<file path="src/rtl/load_ext_unit.sv">
// load_ext_unit: handles a load request from the MEM stage. It checks alignment, issues one
// word read on the data bus, and waits a bounded number of cycles for the acknowledge. It then
// returns the aligned and sign- or zero-extended result together with an exception code.
//
// Ports:
//   clk, reset_n           clock (rising edge), asynchronous active-low reset
//   req_valid/req_ready    request handshake; ready only while idle
//   req_addr, req_ltype    byte address, load type (000 lw, 001 lh, 010 lhu, 011 lb, 100 lbu,
//                          101-111 treated as lw)
//   bus_rd                 read strobe, held until ack or timeout
//   bus_addr, bus_be       word address and little-endian byte lanes of the read
//   bus_ack, bus_rdata     read data valid strobe and data
//   rsp_valid              one-cycle result strobe
//   rsp_data, rsp_exc      result and exception code (00 none, 01 misaligned, 10 timeout),
//                          held until the next response
//   busy                   unit is not idle
module load_ext_unit #(
  parameter int unsigned TIMEOUT = 16
) (
  input  logic        clk,
  input  logic        reset_n,
  input  logic        req_valid,
  output logic        req_ready,
  input  logic [31:0] req_addr,
  input  logic [2:0]  req_ltype,
  output logic        bus_rd,
  output logic [31:0] bus_addr,
  output logic [3:0]  bus_be,
  input  logic        bus_ack,
  input  logic [31:0] bus_rdata,
  output logic        rsp_valid,
  output logic [31:0] rsp_data,
  output logic [1:0]  rsp_exc,
  output logic        busy
);

  localparam int unsigned CntW = $clog2(TIMEOUT + 1);
  localparam logic [CntW-1:0] CntLast = CntW'(TIMEOUT - 1);

  localparam logic [2:0] LtH  = 3'b001;
  localparam logic [2:0] LtHu = 3'b010;
  localparam logic [2:0] LtB  = 3'b011;
  localparam logic [2:0] LtBu = 3'b100;

  localparam logic [1:0] ExcNone    = 2'b00;
  localparam logic [1:0] ExcMis     = 2'b01;
  localparam logic [1:0] ExcTimeout = 2'b10;

  typedef enum logic [1:0] {StIdle, StBus, StResp} state_e;

  state_e          state_q, state_d;
  logic [CntW-1:0] cnt_q, cnt_d;
  logic [1:0]      lsb_q, lsb_d;
  logic [2:0]      ltype_q, ltype_d;
  logic [31:0]     bus_addr_q, bus_addr_d;
  logic [3:0]      bus_be_q, bus_be_d;
  logic [31:0]     rsp_data_q, rsp_data_d;
  logic [1:0]      rsp_exc_q, rsp_exc_d;

  // Request decode: size class, alignment and byte lanes.
  logic       req_is_h, req_is_b, req_is_w;
  logic       req_mis;
  logic [3:0] req_be;

  always_comb begin
    req_is_h = (req_ltype == LtH) || (req_ltype == LtHu);
    req_is_b = (req_ltype == LtB) || (req_ltype == LtBu);
    req_is_w = !req_is_h && !req_is_b;
    req_mis  = (req_is_w && (req_addr[1:0] != 2'b00)) || (req_is_h && req_addr[0]);
    if (req_is_b) begin
      req_be = 4'b0001 << req_addr[1:0];
    end else if (req_is_h) begin
      req_be = req_addr[1] ? 4'b1100 : 4'b0011;
    end else begin
      req_be = 4'b1111;
    end
  end

  // Extraction from the returned word using the latched address bits and load type.
  logic [7:0]  sel_byte;
  logic [15:0] sel_half;
  logic [31:0] ext_data;

  always_comb begin
    case (lsb_q)
      2'd0:    sel_byte = bus_rdata[7:0];
      2'd1:    sel_byte = bus_rdata[15:8];
      2'd2:    sel_byte = bus_rdata[23:16];
      default: sel_byte = bus_rdata[31:24];
    endcase
    sel_half = lsb_q[1] ? bus_rdata[31:16] : bus_rdata[15:0];
    case (ltype_q)
      LtH:     ext_data = {{16{sel_half[15]}}, sel_half};
      LtHu:    ext_data = {16'h0000, sel_half};
      LtB:     ext_data = {{24{sel_byte[7]}}, sel_byte};
      LtBu:    ext_data = {24'h000000, sel_byte};
      default: ext_data = bus_rdata;
    endcase
  end

  // Next-state logic.
  always_comb begin
    state_d    = state_q;
    cnt_d      = cnt_q;
    lsb_d      = lsb_q;
    ltype_d    = ltype_q;
    bus_addr_d = bus_addr_q;
    bus_be_d   = bus_be_q;
    rsp_data_d = rsp_data_q;
    rsp_exc_d  = rsp_exc_q;

    case (state_q)
      StIdle: begin
        if (req_valid) begin
          lsb_d   = req_addr[1:0];
          ltype_d = req_ltype;
          cnt_d   = '0;
          if (req_mis) begin
            // Misaligned loads never touch the bus.
            state_d    = StResp;
            rsp_data_d = 32'h0;
            rsp_exc_d  = ExcMis;
          end else begin
            state_d    = StBus;
            bus_addr_d = {req_addr[31:2], 2'b00};
            bus_be_d   = req_be;
          end
        end
      end
      StBus: begin
        // An ack on the terminal-count cycle still wins over the timeout.
        if (bus_ack) begin
          state_d    = StResp;
          rsp_data_d = ext_data;
          rsp_exc_d  = ExcNone;
        end else if (cnt_q == CntLast) begin
          state_d    = StResp;
          rsp_data_d = 32'h0;
          rsp_exc_d  = ExcTimeout;
        end else begin
          cnt_d = cnt_q + CntW'(1);
        end
      end
      StResp: begin
        state_d = StIdle;
      end
      default: begin
        state_d = StIdle;
      end
    endcase
  end

  always_ff @(posedge clk or negedge reset_n) begin
    if (!reset_n) begin
      state_q    <= StIdle;
      cnt_q      <= '0;
      lsb_q      <= 2'b00;
      ltype_q    <= 3'b000;
      bus_addr_q <= 32'h0;
      bus_be_q   <= 4'h0;
      rsp_data_q <= 32'h0;
      rsp_exc_q  <= ExcNone;
    end else begin
      state_q    <= state_d;
      cnt_q      <= cnt_d;
      lsb_q      <= lsb_d;
      ltype_q    <= ltype_d;
      bus_addr_q <= bus_addr_d;
      bus_be_q   <= bus_be_d;
      rsp_data_q <= rsp_data_d;
      rsp_exc_q  <= rsp_exc_d;
    end
  end

  // Ready is masked by reset so it only rises once reset is released.
  assign req_ready = (state_q == StIdle) && reset_n;
  assign bus_rd    = (state_q == StBus);
  assign bus_addr  = bus_addr_q;
  assign bus_be    = bus_be_q;
  assign rsp_valid = (state_q == StResp);
  assign rsp_data  = rsp_data_q;
  assign rsp_exc   = rsp_exc_q;
  assign busy      = (state_q != StIdle);

endmodule
</file>
<file path="config.mk">
export PLATFORM = sky130hd
export DESIGN_NAME = load_ext_unit
export DESIGN_NICKNAME = d
export VERILOG_FILES = /design/src/rtl/load_ext_unit.sv
export SDC_FILE = /design/constraint.sdc
export NUM_CORES = 1
export LEC_CHECK = 0
export BUFFER_PORTS_ARGS = -buffer_cell sky130_fd_sc_hd__buf_2
export CORE_MARGIN = 1.5
export CORE_UTILIZATION = 40
export DETAILED_ROUTE_END_ITERATION = 10
export PLACE_DENSITY = 0.67
export SYNTH_ARGS = -nofsm -noshare
export SYNTH_HDL_FRONTEND = slang
export SYNTH_SLANG_ARGS = --single-unit
</file>
<file path="constraint.sdc">
create_clock -name clk -period 5.32 [get_ports clk]
set_input_delay 0.266 -clock clk [delete_from_list [all_inputs] [get_ports clk]]
set_output_delay 0.266 -clock clk [all_outputs]
set_load 0.01 [all_outputs]
</file>
# Yosys cells after proc, flatten, opt, wreduce, memory -nomap -nowiden
# Index checks and enable logic that the tools add are counted.
dict set report op_classes {
  add_sub_neg 1
  eq_ne 18
  n_shift 1
  mux 24
  bitwise_logic 1
  reduce_logical 19
}
# cell n
set ops {}
lappend ops {{2-to-1 mux 32 bit} 4}
lappend ops {{one-hot mux 32 bit (4 select lines)} 1}
lappend ops {{one-hot mux 32 bit (2 select lines)} 1}
lappend ops {{one-hot mux 8 bit (3 select lines)} 1}
lappend ops {{2-to-1 mux 16 bit} 1}
lappend ops {{2-to-1 mux 5 bit} 3}
lappend ops {{2-to-1 mux 2 bit} 7}
lappend ops {{== test 3 x 2 -> 1 bit, second input constant} 4}
lappend ops {{2-to-1 mux 4 bit} 3}
lappend ops {{one-hot mux 5 bit (2 select lines)} 1}
lappend ops {{!= test 2 bit, second input constant} 4}
lappend ops {{one-hot mux 2 bit (2 select lines)} 2}
lappend ops {{AND reduction 4 bit} 2}
lappend ops {{== test 3 x 1 -> 1 bit, second input constant} 2}
lappend ops {{== test 3 bit, second input constant} 2}
lappend ops {{nonzero test 2 bit} 3}
lappend ops {{adder 5 x 1 -> 5 bit, second input constant} 1}
lappend ops {{== test 5 x 4 -> 1 bit, second input constant} 1}
lappend ops {{== test 2 x 1 -> 1 bit, second input constant} 2}
lappend ops {{== test 2 bit, second input constant} 2}
lappend ops {{logical AND 1 bit} 4}
lappend ops {{zero test 2 bit} 2}
lappend ops {{AND reduction 2 bit} 2}
lappend ops {{<< shifter 1 x 2 -> 4 bit, first input constant} 1}
lappend ops {{other kinds (5)} 8}
dict set report totals {
  regBits 80
  out_inout_bits 74
}

# Logic depth before layout (Yosys ltp)
# Gate-level depths: netlist (run 1).
dict set report logic_depth {
  word_depth 9
  ltp_mapped 9
  depth_no_buf 7
}

# Least setup slack after synthesis (run 1)
# OpenSTA, ideal clock, no wires.
dict set report synth_timing {
  path_kind {register to register}
  from {reg cnt_q[0]}
  to {reg rsp_exc_q[1], in the netlist rsp_exc[1]}
  setup_ns 0.127
  arrival_ns 1.715
  t_required_ns 5.193
  path_slack_ns 3.477
  path_stages_with_launch 8
  period_less_slack_ns 1.843
  path_cell_list {dfrtp_1 ha_1 and3_1 ha_1 nor2_1 a2111o_1 inv_2 mux2_1}
}
dict set report synth_between {
  elab_chain_len 3
}
# element line_no
set synth_lines {}
lappend synth_lines {{from (decl)} 52} ;# logic [CntW-1:0] cnt_q, cnt_d;
lappend synth_lines {{from (signal assigned)} 165} ;# cnt_q <= cnt_d;
lappend synth_lines {{== test 5 x 4 -> 1 bit} 136} ;# end else if (cnt_q == CntLast) begin
lappend synth_lines {{!= test 3 x 1 -> 1 bit (no line)} -}
lappend synth_lines {{AND reduction 4 bit (no line)} -}
lappend synth_lines {{to (signal assigned)} 162} ;# rsp_exc_q <= ExcNone;
lappend synth_lines {{to (signal assigned)} 171} ;# rsp_exc_q <= rsp_exc_d;
lappend synth_lines {{to (decl)} 58} ;# logic [1:0] rsp_exc_q, rsp_exc_d;
# No other way between the ends.
# A chain may end at the register's enable or synchronous reset.

# Final worst setup path (run 1)
# Ends and elaborated chain as after synthesis.

==> results of run 1 <==
==> timing repair <==
item                                   CTS  global route
hold buffers                             1             0
setup endpoints to repair                0             0
resized for setup                        0             0
buffers inserted                         0             0
endpoints found under the hold margin   18             0
==> power breakdown <==
part / internal, mW / leakage (nW) / switching [mW]
logic: 0.505 / 1.23 / 0.567
registers: 0.847 / 0.996 / 0.202
clock network: 0.213 / 0.0948 / 0.225
==> state kept, by name, indices dropped and copies added, names as in the netlist <==
signal,count
rsp_data,32
bus_addr,30
cnt_q,5
bus_be,4
ltype_q,3
lsb_q,2
rsp_exc,2
state_q,2
==> Yosys cell counts, types with 2 or more instances <==
cell,count
maj3_1,2
and2_1,2
xor2_1,3
ha_1,2
o2bb2ai_1,30
buf_4,4
and3_1,2
mux2_2,34
inv_2,2
dfrtp_1,80
mux2i_1,7
o21a_1,2
o21ai_0,6
buf_2,7
nor2_1,43
a32o_1,2
clkbuf_1,6
nand2_1,14
mux2_1,2
nand2b_1,4
o221ai_1,14
inv_1,7
nor3_1,2
mux4_2,7
buf_6,5
a21oi_1,19
==> final timing paths <==
kind	to	slack, ns
max	rsp_exc[1]$_DFFE_PN0P_	2.58
min	bus_addr[14]$_DFFE_PN0P_	0.13
max reg2reg	rsp_exc[1]$_DFFE_PN0P_	2.58
min reg2reg	bus_addr[14]$_DFFE_PN0P_	0.49
max in group asynchronous	bus_be[0]$_DFFE_PN0P_	3.92
min in group asynchronous	rsp_data[20]$_DFFE_PN0P_	0.34
==> worst max-delay path, stage by stage (launching register included) <==
cell and delay, ns:
dfrtp_1 0.42, ha_1 0.22, and3_1 0.18, ha_1 0.18, nor2_1 0.18, a2111o_1 0.97, inv_2 0.11, mux2_1 0.35
==> logic make-up (layout without fill, tap and decap cells) <==
kind of cell	after synthesis	after routing	synth area share [%]
adder cells (fa/ha/maj)	4	4	1.14
XOR/XNOR	4	4	0.884
flip-flops	80	80	50.5
multiplexers	51	51	16.6
AO/OA/AOI/OAI	85	85	17.2
other	1	2	0.0946
AND/OR/NAND/NOR	76	76	8.68
buffers and inverters	32	170	4.86
==> cell type report <==
class	instances	area, µm²
Clock inverter	6	61.3
Inverter	9	33.8
Clock buffer	9	124
Timing Repair Buffer	146	746
Multi-Input combinational cell	222	1770
Sequential cell	80	2000
Fill cell	909	4780
Tap cell	133	166
==> metal layers <==
metal  global-route usage (%)  vias to the layer above
li1                         -                     1498
met1                     25.1                     1571
met2                     31.9                      153
met3                     4.34                        7
met4                     4.95                        0
met5                        0                        -
==> metrics by stage <==
step                hold slack [ns]  power (mW)  util, %
floorplan                   -0.0296        1.74        -
global placement              0.157        2.10     48.7
detailed placement            0.157        2.14     48.7
CTS                           0.129        2.58     50.7
global route                  0.136        2.73     50.7
finish                        0.134        2.56     50.7
==> impl_summary.log, run 1 <==
[metrics] Tightest Pin Transition: roughly 1.2 ns
[metrics] sum of routed wire length over all layers: between 9 and 10 mm
[metrics] most common library cell in the layout ignoring fill and taps: buf_2
[metrics] final worst path period share: between 50% and 60%
[metrics] leading post-synthesis cells by cell area: dfrtp_1 (50%), mux2_2 (9.7%), o2bb2ai_1 (6.6%)
[metrics] GRT Resource Usage Total: about a fifth
[metrics] number of enable flip-flop cells after synthesis: 0
[metrics] Final Max Slew Viols: 0
[metrics] count of cell types in the netlist: just over 50
[metrics] Placed Instances: just under 600
[metrics] top layer used by detailed routing: met4
[metrics] Critical Path Source Type: flop
[metrics] H-tree lvl count: 3
[metrics] Critical Path RT: around 5.6 ns
[metrics] post-route setup TNS: 0 ns
[metrics] setup repair after global routing missed its margin: no
[metrics] buffer type at the clock tree root: clkbuf_8
[metrics] Cell Area, Placed: roughly 0.0047 mm²
[metrics] worst min path class: input port to flop
[metrics] main flop type after synthesis: dfrtp_1
[metrics] post-synthesis cell count: around 330
[metrics] clock-pin slew of the registers on the worst-case setup and hold paths: 0.08 ns
[metrics] Routed WL per cell: about 16 µm
[metrics] number of non-filler instances in the completed layout: 605
[metrics] area growth from synthesis to layout: 23.8%
[metrics] met1 wire length: ~4.3 mm
[metrics] 1st-pass router iterations: 6
[metrics] clk sink count: 80
[metrics] number of global-route vias before repair: 3169
[metrics] Die X-Extent: around 100 µm
[metrics] height of the chip: about 100 µm
[metrics] r2r startpoint: cnt_q[0]$_DFFE_PN0P_
[metrics] maximum number of pins on one net before global-route repair: 64
[metrics] HPWL Detailed: about 7 mm
[metrics] standby leakage power: around 2.3 nW
[metrics] worst slew margin relative to its limit: a little over a fifth
[metrics] post-layout min period: between 2 and 3 ns
[metrics] power density of the placed cells: roughly 520 mW/mm²
[metrics] Hold Path Cell Cnt: 2
[metrics] Die ar.: around 0.011 mm²
[metrics] area of the mapped netlist: 0.00397 mm²
[metrics] number of DRC markers after the initial detailed-route iteration: 87
[metrics] Hold Startpoint: req_addr[14]
[metrics] critical path endpoint category: flop
[metrics] number of top-level pins: 145
[metrics] global route total overflow: 0
[metrics] Synth Area per Inst: about 12 µm²
[metrics] DR vias: between 3000 and 4000
[metrics] routability-driven placement congestion ratio: 0.827
[metrics] sequential cell area fraction in the yosys report: 50.5%
[metrics] commonest cells after routing, fill and taps aside: buf_2 (141), dfrtp_1 (80), nor2_1 (43), mux2_2 (34), o2bb2ai_1 (30)
[metrics] Non-Filler Cell Area, Final: roughly 0.0049 mm²
[metrics] IO Port Bufs: roughly 140
[metrics] area fraction of the dominant cell type after synthesis: about 50%
[metrics] number of nets with antenna violations after routing: 0
[metrics] Max Fanout on Critical Path: 33
[metrics] clock tree from TritonCTS: yes
[metrics] number of remaining DRC errors: 0
[metrics] launching element of the worst setup path: cnt_q[0]$_DFFE_PN0P_
[metrics] peak clock frequency supported by timing: between 0.3 and 0.4 GHz
[metrics] Rows: 36
[metrics] DP Worst Slack: 2.56 ns
[metrics] total met3 wirelength after detailed routing: 791 µm
[metrics] antenna violations before repair: 0
[metrics] endpoints failing hold: 0
[metrics] later-pin clock latency in the skew report: 0.35 ns
[metrics] Clock Tree Buf Depth: 2
[metrics] placeable core region: around 0.0097 mm²
[metrics] number of vias per cell after detailed routing: roughly 5.3
[metrics] number of register bits inferred by synthesis: 80
[metrics] number of buffers inserted during clock tree synthesis: 9
[metrics] yosys synthesis warning count: 0
[metrics] WL met2: 4.73 mm
[metrics] diodes inserted: 0
[metrics] Setup Viol. Count Final: 0
[metrics] final net count: ~540
[metrics] slack of the critical path: roughly 2.6 ns
[metrics] status: complete, no violations
[metrics] arrival time worst endpoint: between 2 and 3 ns
[metrics] start-to-end type of the worst setup path: flop to flop
[metrics] number of cell instances on the worst register-to-register path: 7
[metrics] share of synthesized flip-flops with an asynchronous set or reset: 100%
[metrics] wire length of the first global-routing pass: 15.5 mm
[metrics] Final Skew: 0.00716 ns
[metrics] library cell with the largest summed area after synthesis: dfrtp_1
[metrics] worst voltage drop across the vdd grid: 0.231 mV
[metrics] Starting Density: approximately 41%
[metrics] maxcap violations: 0
[metrics] ratio of cells with drive above 1 in the final layout: between 40 and 50%
No activity file was read; power rests on OpenSTA's default activity.
==> inputs of run 2 (changes only) <==
==> constraint.sdc (replaced) <==
create_clock -name clk -period 2.9 [get_ports clk]
set_input_delay 0.145 -clock clk [delete_from_list [all_inputs] [get_ports clk]]
set_output_delay 0.145 -clock clk [all_outputs]
set_load 0.01 [all_outputs]
==> run 2 against run 1 <==
Net effect:
- worst setup slack worse by 1.8 ns
- worst hold slack got worse by 0.12 ns
- critical endpoint is now rsp_data[15]$_DFFE_PN0P_
- combinational power rose by 87%
- die area unchanged
- cell count increased by 1.3%
- maximum frequency grew 26%
==> impl_summary.log, run 2 (synthesized netlist as in run 1, its figures left out) <==
[metrics] Final Max Slew Viols: 0 (unchanged)
[metrics] setup repair after global routing missed its margin: no (unchanged)
[metrics] Placed Instances: 593 (was 589)
[metrics] arrival time worst endpoint: 2.41 ns (was 2.97 ns)
[metrics] Fill cells: 896 (was 909)
[metrics] worst slew margin relative to its limit: 51.8% (was 20.9%)
[metrics] clock tree from TritonCTS: yes (unchanged)
[metrics] Non-Filler Cell Area, Final: 0.00500 mm² (was 0.00491 mm²)
[metrics] flip-flop count of the largest register, all copies and words added: 32 (unchanged)
[metrics] start-to-end type of the worst setup path: flop to flop (unchanged)
[metrics] placeable core region: 0.00968 mm² (unchanged)
[metrics] standby leakage power: 2.36 nW (was 2.32 nW)
[metrics] final net count: 548 (was 541)
[metrics] status: complete, no violations (unchanged)
[metrics] Critical Path RT: 3.14 ns (was 5.55 ns)
[metrics] Worst Hold Endpoint: bus_addr[22]$_DFFE_PN0P_ (was bus_addr[14]$_DFFE_PN0P_)
[metrics] Hold Path Cell Cnt: 2 (unchanged)
[metrics] IO Port Bufs: 142 (unchanged)
[metrics] GRT Resource Usage Total: 19.4% (was 19.0%)
[metrics] number of buffers inserted during clock tree synthesis: 9 (unchanged)
[metrics] maxcap violations: 0 (unchanged)
[metrics] FF+latch area: 0.00200 mm² (unchanged)
[metrics] most common library cell in the layout ignoring fill and taps: buf_2 (unchanged)
[metrics] wire length of the first global-routing pass: 15.9 mm (was 15.5 mm)
[metrics] number of cell instances on the worst register-to-register path: 4 (was 7)
[metrics] worst voltage drop across the vdd grid: 0.422 mV (was 0.231 mV)
[metrics] routability-driven placement congestion ratio: 0.796 (was 0.827)
[metrics] worst min path class: input port to flop (unchanged)
[metrics] post-route setup TNS: 0 ns (unchanged)
[metrics] ratio of cells with drive above 1 in the final layout: 44.4% (was 44.3%)
[metrics] maximum number of pins on one net before global-route repair: 43 (was 64)
[metrics] peak clock frequency supported by timing: 0.461 GHz (was 0.365 GHz)
[metrics] Hold Startpoint: req_addr[22] (was req_addr[14])
[metrics] sum of routed wire length over all layers: 9.94 mm (was 9.88 mm)
[metrics] global route total overflow: 0 (unchanged)
[metrics] Cell Area, Placed: 0.00474 mm² (was 0.00471 mm²)
[metrics] total power consumption of the routed design: 4.82 mW (was 2.56 mW)
[metrics] post-layout min period: 2.17 ns (was 2.74 ns)
[metrics] H-tree lvl count: 3 (unchanged)
[metrics] Die X-Extent: 103 µm (unchanged)
[metrics] number of global-route vias before repair: 3150 (was 3169)
[metrics] multi-input logic area: 0.00177 mm² (unchanged)
[metrics] DR vias: 3223 (was 3229)
[metrics] antenna violations before repair: 0 (unchanged)
[metrics] clock-pin slew of the registers on the worst-case setup and hold paths: 0.09 ns (was 0.08 ns)
[metrics] buffer type at the clock tree root: clkbuf_8 (unchanged)
[metrics] commonest cells after routing, fill and taps aside: buf_2 (141), dfrtp_1 (80), nor2_1 (43), mux2_2 (34), o2bb2ai_1 (30) (unchanged)
[metrics] number of non-filler instances in the completed layout: 613 (was 605)
[metrics] later-pin clock latency in the skew report: 0.35 ns (about the same)
[metrics] area growth from synthesis to layout: 26.2% (was 23.8%)
[metrics] clk sink count: 80 (unchanged)
[metrics] r2r startpoint: lsb_q[0]$_DFFE_PN0P_ (was cnt_q[0]$_DFFE_PN0P_)
[metrics] Starting Density: 40.9% (unchanged)
[metrics] number of DRC markers after the initial detailed-route iteration: 125 (was 87)
[metrics] Clock Tree Buf Depth: 2 (unchanged)
[metrics] final worst path period share: 74.8% (was 51.5%)
[metrics] HPWL Detailed: 7.39 mm (was 7.21 mm)
[metrics] Rows: 36 (unchanged)
[metrics] endpoints failing hold: 0 (unchanged)
[metrics] number of top-level pins: 145 (unchanged)
[metrics] Critical Path Source Type: flop (unchanged)
[metrics] number of nets with antenna violations after routing: 0 (unchanged)
[metrics] height of the chip: 103 µm (unchanged)
[metrics] Resized Gates After CTS: 0 (unchanged)
[metrics] Max Fanout on Critical Path: 9 (was 33)
[metrics] 1st-pass router iterations: 4 (was 6)
[metrics] number of vias per cell after detailed routing: 5.26 (was 5.34)
[metrics] endpoint of the worst register-to-register path: rsp_data[15]$_DFFE_PN0P_ (was rsp_exc[1]$_DFFE_PN0P_)
[metrics] Final Skew: 0.00676 ns (was 0.00716 ns)
[metrics] Tightest Pin Transition: 0.719 ns (was 1.19 ns)
[metrics] power density of the placed cells: 964 mW/mm² (was 521 mW/mm²)
[metrics] Setup Viol. Count Final: 0 (unchanged)
[metrics] Die ar.: 0.0105 mm² (unchanged)
[metrics] R2R Setup Slk: 0.73 ns (was 2.58 ns)
[metrics] critical path endpoint category: flop (unchanged)
[metrics] diodes inserted: 0 (unchanged)
[metrics] number of remaining DRC errors: 0 (unchanged)
[metrics] Routed WL per cell: 16.2 µm (was 16.3 µm)
==> run 2: cell types whose count changed in the layout (fill, tap and decap cells not counted), sizes merged <==
| cell | previous run | this run |
|---|---|---|
| buf | 145 | 149 |
| bufinv | 1 | 2 |
| clkbuf | 9 | 10 |
| clkinv | 4 | 1 |
| clkinvlp | 1 | 2 |
| dlygate4sd3 | 1 | 4 |
| inv | 9 | 10 |
==> run 2: stage by stage <==
stage | util [%] | setup slack (ns) | hold WS, ns
after floorplan | - | 1.06 | -0.151
after global placement | 49.0 | 0.790 | 0.145
after detailed placement | 49.0 | 0.713 | 0.146
after CTS | 51.4 | 0.705 | 0.00669
after global routing | 51.7 | 0.578 | 0.00221
final | 51.7 | 0.730 | 0.0193
==> run 2: worst max-delay path by stage <==
stage	startpoint	to	slack, ns	depth (start not counted)
6_report	lsb_q[0]$_DFFE_PN0P_	rsp_data[15]$_DFFE_PN0P_	0.73	4
3_5_place_dp	lsb_q[0]$_DFFE_PN0P_	rsp_data[27]$_DFFE_PN0P_	0.71	4
4_1_cts	lsb_q[0]$_DFFE_PN0P_	rsp_data[25]$_DFFE_PN0P_	0.71	4
5_1_grt	lsb_q[0]$_DFFE_PN0P_	rsp_data[25]$_DFFE_PN0P_	0.58	4
2_1_floorplan	cnt_q[0]$_DFFE_PN0P_	rsp_exc[1]$_DFFE_PN0P_	1.06	7
3_3_place_gp	lsb_q[0]$_DFFE_PN0P_	rsp_data[7]$_DFFE_PN0P_	0.79	4
==> run 2: critical path: stages, from the launching register on <==
cell and delay [ns]:
dfrtp_1 0.69, mux4_2 0.59, nand2b_1 0.30, o21a_1 0.27
a32o_1 0.22
==> run 2: final cells by class <==
cell class | instances | area share, %
tap | 133 | 3.33
inverter | 9 | 0.675
multi-input combinational | 222 | 35.5
sequential | 80 | 40.0
timing repair buffer | 153 | 16.1
clock inverter | 6 | 1.85
clock buffer | 10 | 2.55
==> run 2: layer usage <==
layer  wire [µm]  global-route usage [%]  part of all wire, %
met2        4590                    31.6                   46
met4          54                    3.16                 0.54
met1        4570                    26.7                   46
met3         728                    5.29                  7.3
met5           0                       0                    0
==> run 2: timing repair <==
| item | 4_1_cts | 5_1_grt |
|---|---|---|
| buffers inserted | 0 | 0 |
| hold endpoints to repair | 39 | 2 |
| hold buffers | 2 | 2 |
| setup endpoints to repair | 0 | 0 |
==> run 2: power by group <==
group	leakage, nW	switching (mW)	total [mW]	internal, mW
logic	1.26	1.06	2.00	0.949
registers	0.996	0.345	1.90	1.55
clock network	0.103	0.427	0.917	0.490
total	2.36	1.83	4.82	2.99
==> inputs of run 3 (changes only) <==
==> constraint.sdc (replaced) <==
create_clock -name clk -period 2.15 [get_ports clk]
set_input_delay 0.1075 -clock clk [delete_from_list [all_inputs] [get_ports clk]]
set_output_delay 0.1075 -clock clk [all_outputs]
set_load 0.01 [all_outputs]
==> run 3 against run 2 <==
Net effect:
- critical path depth is 3 higher
- sequential share of layout area is 2.8 points lower
- clock-buffer cell count stayed put
- wire length is 7.0% higher
- largest power group unchanged
- largest cell class unchanged
- sequential cell count stayed put
- register-to-register slack worse by 0.55 ns
==> impl_summary.log, run 3 (synthesized netlist as in run 1, its figures left out) <==
[metrics] height of the chip: 103 µm (unchanged)
[metrics] DP Worst Slack: 0.203 ns (was 0.713 ns)
[metrics] layer with the highest usage after global routing: met2 (unchanged)
[metrics] met3 routing resource usage after global routing: 4.75% (was 5.29%)
[metrics] Hold Startpoint: req_ltype[2] (was req_addr[22])
[metrics] worst slew margin relative to its limit: 49.8% (was 51.8%)
[metrics] 1st-pass router iterations: 4 (unchanged)
[metrics] GRT Resource Usage Total: 20.8% (was 19.4%)
[metrics] Routed WL per cell: 16.5 µm (was 16.2 µm)
[metrics] number of nets with antenna violations after routing: 0 (unchanged)
[metrics] status: complete, no violations (unchanged)
[metrics] Setup Viol. Count Final: 0 (unchanged)
[metrics] worst voltage drop across the vdd grid: 0.694 mV (was 0.422 mV)
[metrics] r2r startpoint: cnt_q[0]$_DFFE_PN0P_ (was lsb_q[0]$_DFFE_PN0P_)
[metrics] antenna violations before repair: 0 (unchanged)
[metrics] routability-driven placement congestion ratio: 0.814 (was 0.796)
[metrics] Critical Path RT: 2.38 ns (was 3.14 ns)
[metrics] flip-flop count of the largest register, all copies and words added: 32 (unchanged)
[metrics] post-layout min period: 1.97 ns (was 2.17 ns)
[metrics] CP max-delay cell: a2111o_1 (was dfrtp_1)
[metrics] start-to-end type of the worst setup path: flop to flop (unchanged)
[metrics] FF+latch area: 0.00200 mm² (unchanged)
[metrics] global-route track usage on met2: 34.4% (was 31.6%)
[metrics] R2R Setup Slk: 0.18 ns (was 0.73 ns)
[metrics] Resized Gates After CTS: 0 (unchanged)
[metrics] slack of the critical path: 0.181 ns (was 0.730 ns)
[metrics] DR vias: 3388 (was 3223)
[metrics] final worst path period share: 91.6% (was 74.8%)
[metrics] Cell Area, Placed: 0.00482 mm² (was 0.00474 mm²)
[metrics] chain of cells forming the critical path: ha_1 -> and3_1 -> ha_1 -> nor2_1 -> a2111o_1 -> inv_2 -> mux2_1 (was mux4_2 -> nand2b_1 -> o21a_1 -> a32o_1)
[metrics] Fill cells: 847 (was 896)
[metrics] setup repair after global routing missed its margin: no (unchanged)
[metrics] dominant cell type by count on the critical path: ha_1
[metrics] Starting Density: 40.9% (unchanged)
[metrics] Die ar.: 0.0105 mm² (unchanged)
[metrics] endpoints failing hold: 0 (unchanged)
[metrics] Placed Instances: 599 (was 593)
[metrics] Clock Tree Buf Depth: 2 (unchanged)
[metrics] HPWL Detailed: 7.37 mm (was 7.39 mm)
[metrics] Max Fanout on Critical Path: 4 (was 9)
[metrics] met1 track utilization from global routing: 27.7% (was 26.7%)
[metrics] arrival time worst endpoint: 2.20 ns (was 2.41 ns)
[metrics] global route total overflow: 0 (unchanged)
[metrics] Worst Hold Endpoint: ltype_q[2]$_DFFE_PN0P_ (was bus_addr[22]$_DFFE_PN0P_)
[metrics] number of buffers inserted during clock tree synthesis: 9 (unchanged)
[metrics] Rows: 36 (unchanged)
[metrics] power density of the placed cells: 1260 mW/mm² (was 964 mW/mm²)
[metrics] commonest cells after routing, fill and taps aside: buf_2 (141), dfrtp_1 (80), nor2_1 (43), mux2_2 (34), dlygate4sd3_1 (31) (was buf_2 (141), dfrtp_1 (80), nor2_1 (43), mux2_2 (34), o2bb2ai_1 (30))
[metrics] number of remaining DRC errors: 0 (unchanged)
[metrics] final net count: 581 (was 548)
[metrics] post-route setup TNS: 0 ns (unchanged)
[metrics] clk sink count: 80 (unchanged)
[metrics] wire length of the first global-routing pass: 16.9 mm (was 15.9 mm)
[metrics] maxcap violations: 0 (unchanged)
[metrics] Final Max Slew Viols: 0 (unchanged)
[metrics] Tightest Pin Transition: 0.752 ns (was 0.719 ns)
[metrics] Worst path max stage delay: 0.48 ns (was 0.69 ns)
[metrics] IO Port Bufs: 142 (unchanged)
[metrics] Die X-Extent: 103 µm (unchanged)
[metrics] peak clock frequency supported by timing: 0.508 GHz (was 0.461 GHz)
[metrics] H-tree lvl count: 3 (unchanged)
[metrics] launching element of the worst setup path: cnt_q[0]$_DFFE_PN0P_ (was lsb_q[0]$_DFFE_PN0P_)
[metrics] Critical Path Source Type: flop (unchanged)
[metrics] number of top-level pins: 145 (unchanged)
[metrics] area growth from synthesis to layout: 35.6% (was 26.2%)
[metrics] number of global-route vias before repair: 3417 (was 3150)
[metrics] number of cell instances on the worst register-to-register path: 7 (was 4)
[metrics] post-CTS setup buffers: 0 (unchanged)
[metrics] number of vias per cell after detailed routing: 5.24 (was 5.26)
[metrics] buffer type at the clock tree root: clkbuf_8 (unchanged)
[metrics] Hold Path Cell Cnt: 2 (unchanged)
[metrics] ratio of cells with drive above 1 in the final layout: 42.7% (was 44.4%)
[metrics] worst min path class: input port to flop (unchanged)
[metrics] Final Skew: 0.0127 ns (was 0.00676 ns)
[metrics] number of DRC markers after the initial detailed-route iteration: 161 (was 125)
[metrics] later-pin clock latency in the skew report: 0.35 ns (about the same)
[metrics] standby leakage power: 2.53 nW (was 2.36 nW)
[metrics] diodes inserted: 0 (unchanged)
[metrics] maximum number of pins on one net before global-route repair: 81 (was 43)
[metrics] critical path endpoint category: flop (unchanged)
[metrics] endpoint of the worst register-to-register path: rsp_exc[1]$_DFFE_PN0P_ (was rsp_data[15]$_DFFE_PN0P_)
[metrics] most common library cell in the layout ignoring fill and taps: buf_2 (unchanged)
[metrics] multi-input logic area: 0.00177 mm² (unchanged)
[metrics] sum of routed wire length over all layers: 10.6 mm (was 9.94 mm)
[metrics] number of non-filler instances in the completed layout: 646 (was 613)
[metrics] clock-pin slew of the registers on the worst-case setup and hold paths: 0.09 ns (about the same)
[metrics] Non-Filler Cell Area, Final: 0.00538 mm² (was 0.00500 mm²)
[metrics] clock tree from TritonCTS: yes (unchanged)
[metrics] placeable core region: 0.00968 mm² (unchanged)
[run 3: layout make-up]
type	instances	area share, %
tap	133	3.09
clock inverter	6	2.14
multi-input combinational	222	33.0
timing repair buffer	186	21.5
clock buffer	10	2.37
inverter	9	0.628
sequential	80	37.2
[run 3: per-layer routing]
layer,up-vias,routed length [µm]
met2,141,5080
met1,1645,4740
met3,14,701
met5,-,0
met4,0,119
li1,1588,-
[run 3: report_power, final]
part	leakage [nW]	internal, mW	switching (mW)
clock	0.117	0.778	0.576
combinational	1.41	1.38	1.53
sequential	0.996	2.10	0.411
total	2.53	4.26	2.52
[run 3: worst max-delay path, delay by kind of cell, from the launching register on]
kind	cells	cell delay (ns)
AO/OA/AOI/OAI	1	0.48
flip-flops	1	0.39
adder cells (fa/ha/maj)	2	0.34
multiplexers	1	0.32
AND/OR/NAND/NOR	2	0.23
buffers and inverters	1	0.10
[run 3: through the flow]
stage	util, %	hold slack (ns)	power [mW]
finish	55.5	0.0170	6.78
global route	55.5	0.0110	7.25
CTS	55.5	0.0126	6.83
detailed placement	49.8	0.195	5.42
global placement	49.8	0.196	5.32
floorplan	-	-0.188	4.29
[run 3: how the worst max path moves through the flow]
stage,to
final,rsp_exc[1]$_DFFE_PN0P_
after floorplan,rsp_exc[1]$_DFFE_PN0P_
after detailed placement,rsp_data[7]$_DFFE_PN0P_
after CTS,rsp_exc[1]$_DFFE_PN0P_
after global placement,rsp_exc[1]$_DFFE_PN0P_
after global routing,rsp_exc[1]$_DFFE_PN0P_
[run 3: what timing repair did]
item | CTS | global route
setup endpoints to repair | 0 | 0
hold buffers | 31 | 0
hold endpoints to repair | 110 | 0
